<file path="src/rtl/shifter_pkg.sv">
// Shared constants for the serial shifter family: op codes, FSM encoding,
// default widths.
package shifter_pkg;
  localparam int W_DEFAULT   = 32;
  localparam int SHW_DEFAULT = 5;

  localparam logic [1:0] ALUC_SRA = 2'b00;
  localparam logic [1:0] ALUC_SRL = 2'b01;
  localparam logic [1:0] ALUC_SLA = 2'b10;
  localparam logic [1:0] ALUC_SLL = 2'b11;

  typedef enum logic [1:0] {
    ST_IDLE  = 2'd0,
    ST_SHIFT = 2'd1,
    ST_FIN   = 2'd2
  } state_e;
endpackage

</file>
<file path="src/rtl/shifter32_seq_if.sv">
// Request/result bundle for the iterative shifter; master issues, slave computes.
interface shifter32_seq_if #(
  parameter int WIDTH = 32,
  parameter int SHW   = 5
);
  logic             start;
  logic [WIDTH-1:0] a;
  logic [SHW-1:0]   b;
  logic [1:0]       aluc;
  logic             busy;
  logic             done;
  logic [WIDTH-1:0] c;

  modport master (output start, a, b, aluc, input  busy, done, c);
  modport slave  (input  start, a, b, aluc, output busy, done, c);
endinterface

</file>
<file path="src/rtl/shifter32_seq_shift_step.sv">
// One-bit shift of sh by op; SLA and SLL are identical (zero fill on the right).
module shift_step
  import shifter_pkg::*;
#(
  parameter int WIDTH = W_DEFAULT
) (
  input  logic [WIDTH-1:0] sh,
  input  logic [1:0]       op,
  output logic [WIDTH-1:0] sh_nxt
);
  always_comb begin
    sh_nxt = {sh[WIDTH-2:0], 1'b0};
    case (op)
      ALUC_SRA: sh_nxt = {sh[WIDTH-1], sh[WIDTH-1:1]};
      ALUC_SRL: sh_nxt = {1'b0, sh[WIDTH-1:1]};
      default:  sh_nxt = {sh[WIDTH-2:0], 1'b0};
    endcase
  end
endmodule

</file>
<file path="src/rtl/shifter32_seq.sv">
// Iterative shifter: captures operands on start, shifts one bit per clock,
// pulses done with the registered result, then holds c until the next done.
module shifter32_seq
  import shifter_pkg::*;
#(
  parameter int WIDTH = W_DEFAULT,
  parameter int SHW   = SHW_DEFAULT
) (
  input  logic          clk,
  input  logic          rst,
  shifter32_seq_if.slave bus
);
  state_e           state_q, state_d;
  logic [WIDTH-1:0] sh_q, sh_d, sh_step;
  logic [SHW-1:0]   cnt_q, cnt_d;
  logic [1:0]       op_q, op_d;
  logic [WIDTH-1:0] c_q, c_d;

  shift_step #(.WIDTH(WIDTH)) u_step (
    .sh     (sh_q),
    .op     (op_q),
    .sh_nxt (sh_step)
  );

  always_ff @(posedge clk or posedge rst) begin
    if (rst) begin
      state_q <= ST_IDLE;
      sh_q    <= '0;
      cnt_q   <= '0;
      op_q    <= '0;
      c_q     <= '0;
    end else begin
      state_q <= state_d;
      sh_q    <= sh_d;
      cnt_q   <= cnt_d;
      op_q    <= op_d;
      c_q     <= c_d;
    end
  end

  always_comb begin
    state_d = state_q;
    sh_d    = sh_q;
    cnt_d   = cnt_q;
    op_d    = op_q;
    c_d     = c_q;
    case (state_q)
      ST_IDLE: begin
        if (bus.start) begin
          sh_d    = bus.a;
          cnt_d   = bus.b;
          op_d    = bus.aluc;
          state_d = ST_SHIFT;
        end
      end
      ST_SHIFT: begin
        // Result is latched on the way into FIN so c is valid with done.
        if (cnt_q == '0) begin
          c_d     = sh_q;
          state_d = ST_FIN;
        end else begin
          sh_d  = sh_step;
          cnt_d = cnt_q - SHW'(1);
        end
      end
      ST_FIN:  state_d = ST_IDLE;
      default: state_d = ST_IDLE;
    endcase
  end

  assign bus.busy = (state_q == ST_SHIFT);
  assign bus.done = (state_q == ST_FIN);
  assign bus.c    = c_q;
endmodule

</file>
<file path="src/flat_wrapper.sv">
// flat-port wrapper written by rule: the top's interface ports become plain ports
module shifter32_seq_flat import shifter_pkg::*;
#(
  parameter int WIDTH = W_DEFAULT,
  parameter int SHW   = SHW_DEFAULT
)
  (clk, rst, bus_start, bus_a, bus_b, bus_aluc, bus_busy, bus_done, bus_c);
  shifter32_seq_if #(.WIDTH(WIDTH), .SHW(SHW)) bus_i ();
  input  logic clk;
  input  logic rst;
  input wire logic [$bits(bus_i.start)-1:0] bus_start;
  input wire logic [$bits(bus_i.a)-1:0] bus_a;
  input wire logic [$bits(bus_i.b)-1:0] bus_b;
  input wire logic [$bits(bus_i.aluc)-1:0] bus_aluc;
  output wire logic [$bits(bus_i.busy)-1:0] bus_busy;
  output wire logic [$bits(bus_i.done)-1:0] bus_done;
  output wire logic [$bits(bus_i.c)-1:0] bus_c;
  assign bus_i.start = bus_start;
  assign bus_i.a = bus_a;
  assign bus_i.b = bus_b;
  assign bus_i.aluc = bus_aluc;
  assign bus_busy = bus_i.busy;
  assign bus_done = bus_i.done;
  assign bus_c = bus_i.c;
  shifter32_seq #(.WIDTH(WIDTH), .SHW(SHW)) u_core (.clk(clk), .rst(rst), .bus(bus_i));
endmodule
</file>
<file path="config.mk">
export PLATFORM = sky130hd
export DESIGN_NAME = shifter32_seq_flat
export DESIGN_NICKNAME = d
export VERILOG_FILES = /design/src/rtl/shifter_pkg.sv /design/src/rtl/shifter32_seq_if.sv /design/src/rtl/shifter32_seq_shift_step.sv /design/src/rtl/shifter32_seq.sv /design/src/flat_wrapper.sv
export SDC_FILE = /design/constraint.sdc
export NUM_CORES = 1
export LEC_CHECK = 0
export CELL_PAD_IN_SITES_DETAIL_PLACEMENT = 1
export CELL_PAD_IN_SITES_GLOBAL_PLACEMENT = 1
export CORE_AREA = 2 2 62 122
export DETAILED_ROUTE_END_ITERATION = 12
export DIE_AREA = 0 0 64 124
export DONT_BUFFER_PORTS = 1
export GPL_TIMING_DRIVEN = 0
export PLACE_DENSITY = 0.87
export SLEW_MARGIN = 20
export SYNTH_ARGS = -nofsm -noshare
export SYNTH_HDL_FRONTEND = slang
export SYNTH_SLANG_ARGS = --single-unit
</file>
<file path="constraint.sdc">
create_clock -name clk -period 3.78 [get_ports clk]
set_input_delay 0.567 -clock clk [delete_from_list [all_inputs] [get_ports clk]]
set_output_delay 0.567 -clock clk [all_outputs]
set_load 0.1 [all_outputs]
</file>
Word-level counts from Yosys, hierarchy flattened
Cells that the tools add are included.
Storage, ports and cells
  bits in writable memories: 0
  memories: 0
  bits of input ports: 42
  bits in registers: 73
  logic and storage cells: 33
  bits in read-only memories: 0
  latch bits: 0
  output and inout bits: 34
Cells by class
  $mul: 0
  equality and inequality tests: 7
  mux-type cells: 10
  add/subtract/negate cells: 1
  divide/modulo/power cells: 0
  reductions and logical operators: 9
  $lt $le $gt $ge: 0
  bitwise operators: 0
  shift operators: 0
Operators with widths (number)
  case mux 32 bit (2 select lines): 2
  2-to-1 mux 32 bit: 2
  2-to-1 mux 5 bit: 2
  case mux 5 bit (2 select lines): 1
  inequality test 2 bit (second input constant): 3
  AND reduction 2 bit: 3
  zero test 5 bit: 1
  subtractor 5 x 1 -> 5 bit (second input constant): 1
  equality test 2 x 1 -> 1 bit (second input constant): 2
  zero test 2 bit: 2
  2-to-1 mux 2 bit: 2
  case mux 2 bit (2 select lines): 1
  AND reduction 4 bit: 1
  AND reduction 3 bit: 1
  equality test 2 bit (second input constant): 1
  inequality test 2 x 1 -> 1 bit (second input constant): 1
  nonzero test 2 bit: 1

Logic depth before layout (Yosys ltp)
  depth in word-level cells: 4
  depth in mapped cells: 7
  mapped depth without buffers: 5

Hierarchy
From an unflattened synthesis, not the netlist that was laid out.
Second synthesis, totals
  cells, all modules: 259
  area, all modules: 3922.5 µm²
By module, submodules not included
  shifter32_seq: cells each 222, seq. area each 1826.8 µm², area each 3398.3 µm², instances 1
  shift_step: cells each 37, seq. area each 0.0 µm², area each 524.3 µm², instances 1

Worst setup path before layout
No wires, ideal clock.
  path kind: register -> output
  start: register u_core.state_q[1]
  end: output port bus_done
  data required time: 3213 ps
  cell stages (with the launch flop): 2
  path buffers: 0
  slack: 1469 ps
  arrival time: 1744 ps
  cells stage by stage: dfrtp_1 nor2b_1
Between the ends
  cells in the longest elaborated chain, start to end: 1
RTL lines
  start: declaration: line shifter32_seq.sv:13  | state_e state_q, state_d;
  start signal: assignment: line shifter32_seq.sv:33  | state_q <= state_d;
  equality test 2 bit: line shifter32_seq.sv:72  | assign bus.done = (state_q == ST_FIN);
  end: declaration: line flat_wrapper.sv:16  | output wire logic [$bits(bus_i.done)-1:0] bus_done;
No other way between the ends.

Final worst setup path
  start: register u_core.state_q[1]
  end: output port bus_busy
Between the ends
  cells in the longest elaborated chain, start to end: 1
RTL lines
  equality test 2 x 1 -> 1 bit: line shifter32_seq.sv:71  | assign bus.busy = (state_q == ST_SHIFT);
  end: declaration: line flat_wrapper.sv:15  | output wire logic [$bits(bus_i.busy)-1:0] bus_busy;
No other way between the ends.

==> flow_metrics.tcl <==
set metrics [dict create \
    status "finished clean" \
    rsz0062_at_grt "false" \
    insertion_delay_ps 330 \
    cts_hold_buf 0 \
    routed_wl_mm 7.99 \
    initial_core_util 0.538 \
    dr.pass1.iters 4 \
    die_h_um 124 \
    synth_top_area_cell "dfrtp_1" \
    grt_max_degree 44 \
    syn_area_mm2 0.00373 \
    nNetsFinal 317 \
    setup.worst_path.class "reg -> out" \
    clk_pin_slew_ps 50 \
    cts_tree "yes" \
    report.final.slew_viol_count 0 \
    critPathArrivalTime_ps 1900 \
    gp_congestion 0.742 \
    synthTopCellsByArea "dfrtp_1 49%, mux2_2 28%, mux2_4 12%, buf_6 1.2%, mux2i_1 1.1%" \
    rows 43 \
    ys_seq_elements 73 \
    synth-main-ff-cell "dfrtp_1" \
    synth_nets 305 \
    seq_area_frac_synth 0.489 \
    worstPathMaxFanout 10 \
    fillers 653 \
    drive_above_1_share 0.556 \
    postCtsSetupBuffers 0 \
    min_period_over_period 0.654 \
    track_usage 0.220 \
    drt_iter0_markers 103 \
    ant_nets 0 \
    cts_buffers 9 \
    grt_pass1_wl_mm 13.1 \
    final_common_cell "mux2_2" \
    core_mm2 0.00694 \
    portBuffers 0 \
    root_buffer "clkbuf_16" \
    final_util 0.597 \
    layout_common_cells "94 x mux2_2, 73 x dfrtp_1, 29 x mux2_4" \
    post-route-drc-count 0 \
    final_cell_area_mm2 0.00415 \
    critPathLaunchType "flop" \
    setup_viol 0 \
    diodes 0 \
    avgSynthCellArea_um2 14.2 \
    htree_levels 3 \
    ios 76 \
    drv_cap 0 \
    grt_pass1_vias 2428 \
    dieWidth_um 64 \
    min_period_ps 2470 \
    synth_top_area_frac 0.489 \
    synth_cell_types 33 \
    syn_to_final_growth_pct 11.1 \
    vias 2155 \
    cp-end-kind "output pin" \
    ctsResizeCount 0 \
    antenna_found_initial 0 \
    viasPerCell 5.84 \
    grt_overflow 0 \
    clockBufferDepth 2 \
    slew_headroom 0.296 \
    async_flop_share 1.00 \
    route.detailed.wl_per_inst_um 21.6 \
    yosys_warnings 0 \
    required_ps 3210 \
    finalHoldViolCount 0 \
    synth-edff-count 0 \
    die-area_mm2 0.00794 \
    clkSinkCount 73 \
    dp_hpwl_mm 5.79 \
    netlist_instances 262 \
    place_area_mm2 0.00387 \
    tns_ps 0 \
    hp-class "in -> async" \
    worst_pin_slew_ps 1050 \
    clock_skew_ps 5.54 \
    fmax_ghz 0.405 \
]
## cell usage after synthesis (2+ instances only)
cell type  instances
mux2_2            94
or3b_1             2
nand3_1            2
nor3_1             2
mux2i_1            4
clkbuf_1           3
inv_1              6
a211oi_1           2
dfrtp_1           73
nor2_1             3
buf_2              7
o211ai_1           2
nand2_1            7
buf_1              2
a21oi_1            3
nor3b_1            2
buf_6              4
mux2_4            29
## metrics by stage
step	worst slack, ps	cells	hold WS, ps
after floorplan	1360	262	447
after global placement	566	352	463
after detailed placement	1420	353	466
after CTS	1280	369	112
after global routing	1210	369	126
final	1310	369	109
## registers in the layout (all words and copies together), names as in the netlist
| name | cells |
|---|---|
| u_core.bus.c | 32 |
| u_core.cnt_q | 5 |
| u_core.state_q | 2 |
| u_core.op_q | 2 |
| u_core.sh_q | 32 |
## layer usage
layer / vias up / track usage / part of all wire / wire, µm
met5: - / 0 / 0 / 0
met4: 0 / 0.0938 / 0.018 / 143
met3: 13 / 0.0596 / 0.043 / 344
met2: 52 / 0.396 / 0.56 / 4510
met1: 1116 / 0.239 / 0.37 / 2990
li1: 974 / - / - / -
## critical path: stages, from the launching register on
cell      delay [ps]
dfrtp_1          430
nand2b_1         160
buf_2            190
inv_2            190
buf_2            600
## path summary, 6_finish.rpt
check / slack (ps) / startpoint / endpoint / depth (start not counted)
max: 1310 / u_core.state_q[1]$_DFFE_PP0P_ / bus_busy / 4
min: 110 / rst / u_core.sh_q[11]$_DFFE_PP0P_ / 1
max reg2reg: 1440 / u_core.state_q[1]$_DFFE_PP0P_ / u_core.sh_q[24]$_DFFE_PP0P_ / 6
min reg2reg: 480 / u_core.op_q[0]$_DFFE_PP0P_ / u_core.op_q[0]$_DFFE_PP0P_ / 2
max in group asynchronous: 3120 / rst / u_core.bus.c[28]$_DFFE_PP0P_ / 2
min in group clk: 350 / bus_aluc[0] / u_core.op_q[0]$_DFFE_PP0P_ / 2
## cell families after synthesis
group	Yosys count	share of synthesized area
buf+inv	23	0.0335
simple gates	27	0.0419
mux	127	0.411
compound gates	11	0.0208
fa+ha+maj	1	0.00335
flops	73	0.489
## cell type report
| type | instances | area (µm²) | area share |
|---|---|---|---|
| sequential | 73 | 1830 | 0.441 |
| multi-input combinational | 166 | 1780 | 0.430 |
| clock buffer | 13 | 260 | 0.0628 |
| tap | 90 | 113 | 0.0272 |
| buffer | 16 | 98.8 | 0.0238 |
| inverter | 7 | 28.8 | 0.00694 |
| timing repair buffer | 1 | 20.0 | 0.00483 |
| clock inverter | 3 | 15.0 | 0.00362 |
Power is left out: the tool's default activity adds up to more than one toggle a clock period on the data nets, which glitch-free logic cannot reach.
